==> src/rtl/clk_div_pkg.sv <==
// Shared types and constants for the run-time clock divider controller.
package clk_div_pkg;

    // Controller states: STOP (idle), RUN (dividing), SWITCH (new divisor pending)
    typedef enum logic [1:0] {
        STOP   = 2'b00,
        RUN    = 2'b01,
        SWITCH = 2'b10
    } state_t;

    // Smallest divisor that still produces a distinct high and low phase
    localparam int DIV_MIN = 2;

    // Default divisor / period counter width
    localparam int DIV_W_DEF = 4;

endpackage

==> src/rtl/clk_div_core.sv <==
// Period counter for the clock divider: counts 0..div-1 while running and
// decodes the period tick, the divided level and the last-cycle flag.
module clk_div_core
    import clk_div_pkg::*;
#(
    parameter int DIV_W = DIV_W_DEF
) (
    input  logic             clk,
    input  logic             run,
    input  logic             load,
    input  logic [DIV_W-1:0] div,
    output logic             tick,
    output logic             level,
    output logic             last
);

    logic [DIV_W-1:0] cnt;
    logic [DIV_W-1:0] div_m1;
    logic [DIV_W-1:0] half;

    // Wrap point and high-phase length, both kept at DIV_W bits so N=2^DIV_W-1 never overflows
    assign div_m1 = div - 1'b1;
    assign half   = div >> 1;

    // Period counter: load clears, running counts and wraps on the last cycle, idle holds zero
    always_ff @(posedge clk) begin
        if (load) begin
            cnt <= '0;
        end else if (run) begin
            cnt <= last ? '0 : cnt + 1'b1;
        end else begin
            cnt <= '0;
        end
    end

    // Tick on the first cycle, level high for floor(div/2) cycles, both gated off when idle
    always_comb begin
        last  = (cnt == div_m1);
        tick  = run && (cnt == '0);
        level = run && (cnt < half);
    end

endmodule

==> src/rtl/clk_div_sched.sv <==
// Run-time controller for the integer clock divider. Owns the divisor,
// sequences start/stop/ratio changes so that every change lands on a
// period boundary, and drives the divided level plus the period tick.
// Optional feature macro: CLK_DIV_SCHED_PCNT_EN adds a 16-bit period_cnt
// output counting div_tick pulses.
module clk_div_sched
    import clk_div_pkg::*;
#(
    parameter int DIV_W   = DIV_W_DEF,
    parameter int DIV_RST = 15
) (
    input  logic             clk,
    input  logic             rst,
    input  logic             en,
    input  logic             cfg_valid,
    input  logic [DIV_W-1:0] cfg_div,
    output logic             cfg_ready,
    output logic             cfg_err,
    output logic             div_tick,
    output logic             div_level,
    output logic [DIV_W-1:0] cur_div,
    output logic             busy
`ifdef CLK_DIV_SCHED_PCNT_EN
    ,
    output logic [15:0]      period_cnt
`endif
);

    localparam logic [DIV_W-1:0] DIV_MIN_V = DIV_W'(DIV_MIN);
    localparam logic [DIV_W-1:0] DIV_RST_V = DIV_W'(DIV_RST);

    state_t           state, state_nxt;
    logic [DIV_W-1:0] cur_div_nxt;
    logic [DIV_W-1:0] pend_div, pend_div_nxt;
    logic             err_nxt;
    logic             accept;
    logic             div_ok;
    logic             take;
    logic             last;
    logic             run;

    assign accept = cfg_valid && cfg_ready;
    assign div_ok = (cfg_div >= DIV_MIN_V);
    assign take   = accept && div_ok;
    assign run    = (state != STOP);

    clk_div_core #(
        .DIV_W (DIV_W)
    ) u_core (
        .clk   (clk),
        .run   (run),
        .load  (rst),
        .div   (cur_div),
        .tick  (div_tick),
        .level (div_level),
        .last  (last)
    );

    // State, divisor in force and error pulse registers; reset wins over everything
    always_ff @(posedge clk) begin
        if (rst) begin
            state   <= STOP;
            cur_div <= DIV_RST_V;
            cfg_err <= 1'b0;
        end else begin
            state   <= state_nxt;
            cur_div <= cur_div_nxt;
            cfg_err <= err_nxt;
        end
    end

    // Pending divisor holds data only; it is meaningful solely while in SWITCH
    always_ff @(posedge clk) begin
        pend_div <= pend_div_nxt;
    end

    // Next-state logic: requests and stops only change the divider at a period boundary
    always_comb begin
        state_nxt    = state;
        cur_div_nxt  = cur_div;
        pend_div_nxt = pend_div;
        err_nxt      = accept && !div_ok;
        cfg_ready    = (state != SWITCH);
        busy         = (state != STOP);

        case (state)
            STOP: begin
                if (take) begin
                    cur_div_nxt = cfg_div;
                end
                if (en) begin
                    state_nxt = RUN;
                end
            end
            RUN: begin
                if (take) begin
                    if (last && !en) begin
                        // Stopping on this boundary: apply the divisor now rather than lose it
                        cur_div_nxt = cfg_div;
                    end else begin
                        pend_div_nxt = cfg_div;
                        state_nxt    = SWITCH;
                    end
                end
                if (last && !en) begin
                    state_nxt = STOP;
                end
            end
            SWITCH: begin
                if (last) begin
                    cur_div_nxt = pend_div;
                    state_nxt   = en ? RUN : STOP;
                end
            end
            default: begin
                state_nxt = STOP;
            end
        endcase
    end

`ifdef CLK_DIV_SCHED_PCNT_EN
    // Period counter: one increment per tick, wraps at 16 bits, idle in STOP since no ticks occur
    always_ff @(posedge clk) begin
        if (rst) begin
            period_cnt <= '0;
        end else if (div_tick) begin
            period_cnt <= period_cnt + 16'd1;
        end
    end
`endif

endmodule

==> config.mk <==
export PLATFORM = sky130hd
export DESIGN_NAME = clk_div_sched
export DESIGN_NICKNAME = d
export VERILOG_FILES = /design/src/rtl/clk_div_pkg.sv /design/src/rtl/clk_div_core.sv /design/src/rtl/clk_div_sched.sv
export SDC_FILE = /design/constraint.sdc
export NUM_CORES = 1
export LEC_CHECK = 0
export CORE_MARGIN = 3
export CORE_UTILIZATION = 55
export CTS_BUF_LIST = sky130_fd_sc_hd__clkbuf_8
export CTS_CLUSTER_DIAMETER = 60
export DETAILED_ROUTE_END_ITERATION = 8
export MAX_ROUTING_LAYER = met4
export PLACE_DENSITY = 0.9
export SLEW_MARGIN = 5
export SYNTH_ARGS = -nofsm -noshare
export SYNTH_HDL_FRONTEND = slang
export SYNTH_SLANG_ARGS = --single-unit
==> constraint.sdc <==
create_clock -name clk -period 3.47 [get_ports clk]
set_input_delay 0.694 -clock clk [delete_from_list [all_inputs] [get_ports clk]]
set_output_delay 0.694 -clock clk [all_outputs]
set_load 0.02 [all_outputs]
# Word-level counts from Yosys, hierarchy flattened
# Index checks and enable logic that the tools add are counted.
[word_totals]
wordCells = 48
ram_bits = 0
ff_bits = 15
output_inout_bits = 9
rom_bits = 0
mem_count = 0
latchBits = 0
[op_classes]
addsub = 2
n_shift = 0
reduce_logical = 16
mux = 11
multipliers = 0
n_eq_ne = 10
div = 0
bitwise = 2
magnitude_cmp = 2
[ops]
columns = ["op", "count"]
rows = [
  ["$mux W4", 4],
  ["$ne A2 B2 Y1 const B", 6],
  ["$pmux W4 S3", 1],
  ["$mux W2", 4],
  ["$logic_and A1 B1 Y1", 6],
  ["$pmux W2 S3", 1],
  ["$reduce_and A3 Y1", 2],
  ["$reduce_and A5 Y1", 1],
  ["$add A4 B1 Y4 const B", 1],
  ["$eq A4 B4 Y1", 1],
  ["$ge A4 B2 Y1 const B", 1],
  ["$logic_not A4 Y1", 1],
  ["$lt A4 B3 Y1", 1],
  ["$sub A4 B1 Y4 const B", 1],
  ["$ne A3 B3 Y1 const B", 1],
  ["$reduce_bool A3 Y1", 1],
  ["$reduce_or A3 Y1", 1],
  ["$eq A2 B1 Y1 const B", 1],
  ["$eq A2 B2 Y1 const B", 1],
  ["$logic_not A1 Y1", 2],
  ["$logic_not A2 Y1", 1],
  ["$not A1 Y1", 2],
  ["$reduce_bool A2 Y1", 1],
  ["$mux W1", 1],
]

# Longest topological paths before layout
[logic_depth]
word_depth = 6
ltp_mapped = 6

# By module
# A second synthesis with hierarchy kept.
[hier_totals]
hier_cells = 83
hier_area_um2 = 859.6
[modules_own_cells]
columns = ["module", "n_inst", "cells_each", "area_each_um2"]
rows = [
  ["clk_div_sched", 1, 46, 510.5],
  ["clk_div_core", 1, 37, 349.1],
]

# Worst setup path before layout
# OpenSTA, ideal clock, no wires.
[synth_path]
path_kind = "reg-to-output"
from = "register cur_div[2]"
to = "output port div_level"
slack_ps = 685
stages_incl_launch_ff = 6
t_arrival_ps = 2091
n_path_buf = 0
required_ps = 2776
path_cell_list = "dfxtp_1 inv_1 ha_1 o21ai_0 nand2b_1 a2111oi_0"
[synth_via]
elab_chain_len = 2
[synth_rtl]
columns = ["element", "line", "text"]
rows = [
  ["from (decl)", "clk_div_sched.sv:21", "output logic [DIV_W-1:0] cur_div,"],
  ["from (signal assigned)", "clk_div_sched.sv:67", "cur_div <= cur_div_nxt;"],
  ["$lt A4 B3 Y1", "clk_div_core.sv:40", "level = run && (cnt < half);"],
  ["$logic_and A1 B1 Y1", "clk_div_core.sv:40", ""],
  ["to (decl)", "clk_div_sched.sv:20", "output logic div_level,"],
]
# No other way between the ends.

# Final worst setup path
# Ends and elaborated chain as after synthesis.

==> results.toml <==
[power]
p_clk_share_pct = 30.8
p_int_mw = 0.3177
powerDensity_mw_per_mm2 = 417.4
pwr-share-seq_pct = 46.1
power.leakage_nw = 0.4395
power_switching_mw = 0.1195
vdd_drop_max_mv = 0.3170
combPwrFrac_pct = 23.1
switching_share_pct = 27.33

[drt]
routed_wl_um = 1660
drt-met1-wl_um = 773
drc = 0
dr.pass1.iters = 4
ant_nets = 0
wl_met3_um = 71
via_count = 679
routed.top_layer = "met4"
via_per_inst = 5.754
drt_iter0_markers = 20
wl_per_cell_um = 14.07
route.met2.wl_um = 806

[timing]
clock_skew_ns = 0.001555
holdWs_ns = 0.5254
max_freq_mhz = 345.9
setup_ws_ns = 0.5794
finalCriticalPeriod_ns = 2.891
maxSlewViolCount = 0
slew_headroom_pct = 59.24
setup_viol = 0
finalCritPeriodShare_pct = 83.30
final-hold-violation-count = 0
tightest_slew_ns = 0.6094
rsz0062_at_grt = "no"
finalSetupTns_ns = 0

[yosys]
synth_top_family_by_area = "simple AND/OR/NAND/NOR gates"
async_flop_share_pct = 0
ys_ff_latch = 15
synth_cell_types = 31
netlist.area_leader.share_pct = 26.27
yosysWarnings = 0
synth_xor_area_share_pct = 8.955
muxShareOfSynthArea_pct = 4.776
synth_compound_area_share_pct = 9.701
synth_area_um2 = 838.3
syn_avg_cell_area_um2 = 9.748
synth-simple-area-share_pct = 22.69
synth_fa_ha_area_share_pct = 7.463
ys_top_cells_by_area = "dfxtp_1 26%, edfxtp_1 14%, ha_1 7.5%, mux2i_1 4.8%, a211oi_1 3.6%"
seq_area_frac_synth_pct = 40.60
synth_flop_cell = "dfxtp_1"
synth_nets = 99
synth_edf_count = 4
synth_top_area_cell = "dfxtp_1"
synthCells = 86

[placement]
place_ws_ns = 0.8230
placement.io_buffers = 16
routabilityCongestion = 0.7857
hpwlAfterDp_um = 1195

[cells_and_area]
nets = 117
final_cell_mix = "16 x clkdlybuf4s50_1, 11 x dfxtp_1, 9 x inv_1, 7 x nor2_1, 5 x ha_1"
post-route-util_pct = 76.65
final_common_cell = "clkdlybuf4s50_1"
syn2layout_area_growth_pct = 24.92
antenna_cells = 0
drive_gt1_share_pct = 4.854

[worst_setup_path]
critPathLaunch = "cur_div[2]$_SDFFE_PP1P_"
startpoint_type = "flop"
cpPeakStageDelay_ns = 0.67
reg2reg_from = "cur_div[0]$_SDFFE_PP1P_"
reg2reg_depth = 6
r2r_slack_ns = 1.37
crit_arrival_ns = 2.20
endpoint = "div_level"
worstPathCellList = "inv_1, ha_1, o21ai_0, nand2b_1, a2111oi_0, clkdlybuf4s50_1"
worst_setup_path_end_kind = "output port"
reg2reg_to = "pend_div[1]$_DFFE_PP_"
crit_slowest_cell = "clkdlybuf4s50_1"
worst-path-max-fanout = 5
crit_required_ns = 2.78
path_class = "flop to output port"

[clocking]
cts_tree = "built"
cts.sink_count = 15
root_buffer = "clkbuf_8"
htreeDepth = 1
clkSlewWorstSetupHoldPaths_ns = 0.06
cts-hold-fix-buffers = 0
cts_inserted_buffers = 3
clockBufferDepth = 2
ctsResizeCount = 0
cts_setup_buffers = 0
clock_latency_ns = 0.24

[grt]
antenna_found_initial = 0
grt_pass1_vias = 667
grt_usage_pct = 20.39
grt_pass1_wl_um = 2904
grt.overflow.total = 0
grt_start_max_net_pins = 19

[floorplan]
std_cell_rows = 13
io_pins = 17
fp.dieArea_mm2 = 0.002029
core_region_area_mm2 = 0.001366
die_y_um = 45.04
start_util_pct = 61.36
die_w_um = 45.04

[min_path]
hold_path_depth = 2
hold_class = "flop to flop"

[job]
maxCapViolCount = 0

[status]
status = "complete, no violations"
how the worst min path moves through the flow:
| stage | slack, ns | to | from |
|---|---|---|---|
| after floorplan | 0.49 | cur_div[0]$_SDFFE_PP1P_ | pend_div[0]$_DFFE_PP_ |
| after global placement | 0.50 | cur_div[3]$_SDFFE_PP1P_ | pend_div[3]$_DFFE_PP_ |
| after detailed placement | 0.51 | cur_div[3]$_SDFFE_PP1P_ | pend_div[3]$_DFFE_PP_ |
| after CTS | 0.53 | cur_div[0]$_SDFFE_PP1P_ | pend_div[0]$_DFFE_PP_ |
| after global routing | 0.55 | cur_div[0]$_SDFFE_PP1P_ | pend_div[0]$_DFFE_PP_ |
| final | 0.53 | cur_div[0]$_SDFFE_PP1P_ | pend_div[0]$_DFFE_PP_ |
Yosys cell counts, drive strengths merged (2+ instances only):
cell and instances:
a2111oi 2, a211oi 4, and2 4, clkbuf 2, dfxtp 11, edfxtp 4
ha 5, inv 9, mux2i 4, nand3 4, nor2 7, nor3 3
nor4 3, nor4b 3, o21ai 2, or3 2, xnor2 3, xor2 3
metal layers:
metal  vias up  track usage (%)
met4         0            8.772
met3         2            2.390
met1       314            25.69
met5         -                -
li1        346                -
met2        17            32.77
through the flow:
stage / std cells / power, mW / instance area, um^2
after global placement: 114 / 0.3020 / 1002
after global routing: 118 / 0.4572 / 1047
after CTS: 118 / 0.4400 / 1047
final: 118 / 0.4372 / 1047
after detailed placement: 114 / 0.3051 / 1002
after floorplan: 86 / 0.2652 / 838.3
power by group through the flow:
stage                     combinational [mW]  clock (mW)  sequential [mW]
after floorplan                       0.0568           0            0.208
after global routing                   0.111       0.143            0.203
final                                  0.101       0.135            0.202
after CTS                              0.101       0.138            0.201
after global placement                0.0977           0            0.204
after detailed placement               0.100           0            0.205
critical path, delay by kind of cell (launching register included):
kind | cells | cell delay (ns)
and+or+nand+nor | 1 | 0.08
buffers and inverters | 2 | 0.73
AOI/OAI and AO/OA | 2 | 0.46
DFF | 1 | 0.39
adders and majority gates | 1 | 0.28
area by class of cell:
type	instances	area, um^2
Timing Repair Buffer	16	160.2
Clock buffer	3	41.29
Tap cell	15	18.77
Multi-Input combinational cell	59	449.2
Fill cell	111	319.1
Sequential cell	15	340.3
Clock inverter	1	3.754
Inverter	9	33.78
state kept, by name (all words and copies together), names as in the netlist:
register and flops:
cur_div 4, u_core.cnt 4, cfg_err 1, state 2, pend_div 4
logic make-up after synthesis:
group | after synthesis
and+or+nand+nor | 32
DFF | 15
buffers and inverters | 12
AOI/OAI and AO/OA | 11
xor gates and xnor gates | 7
adders and majority gates | 5
muxes | 4
(Power assumes the default switching activity.)
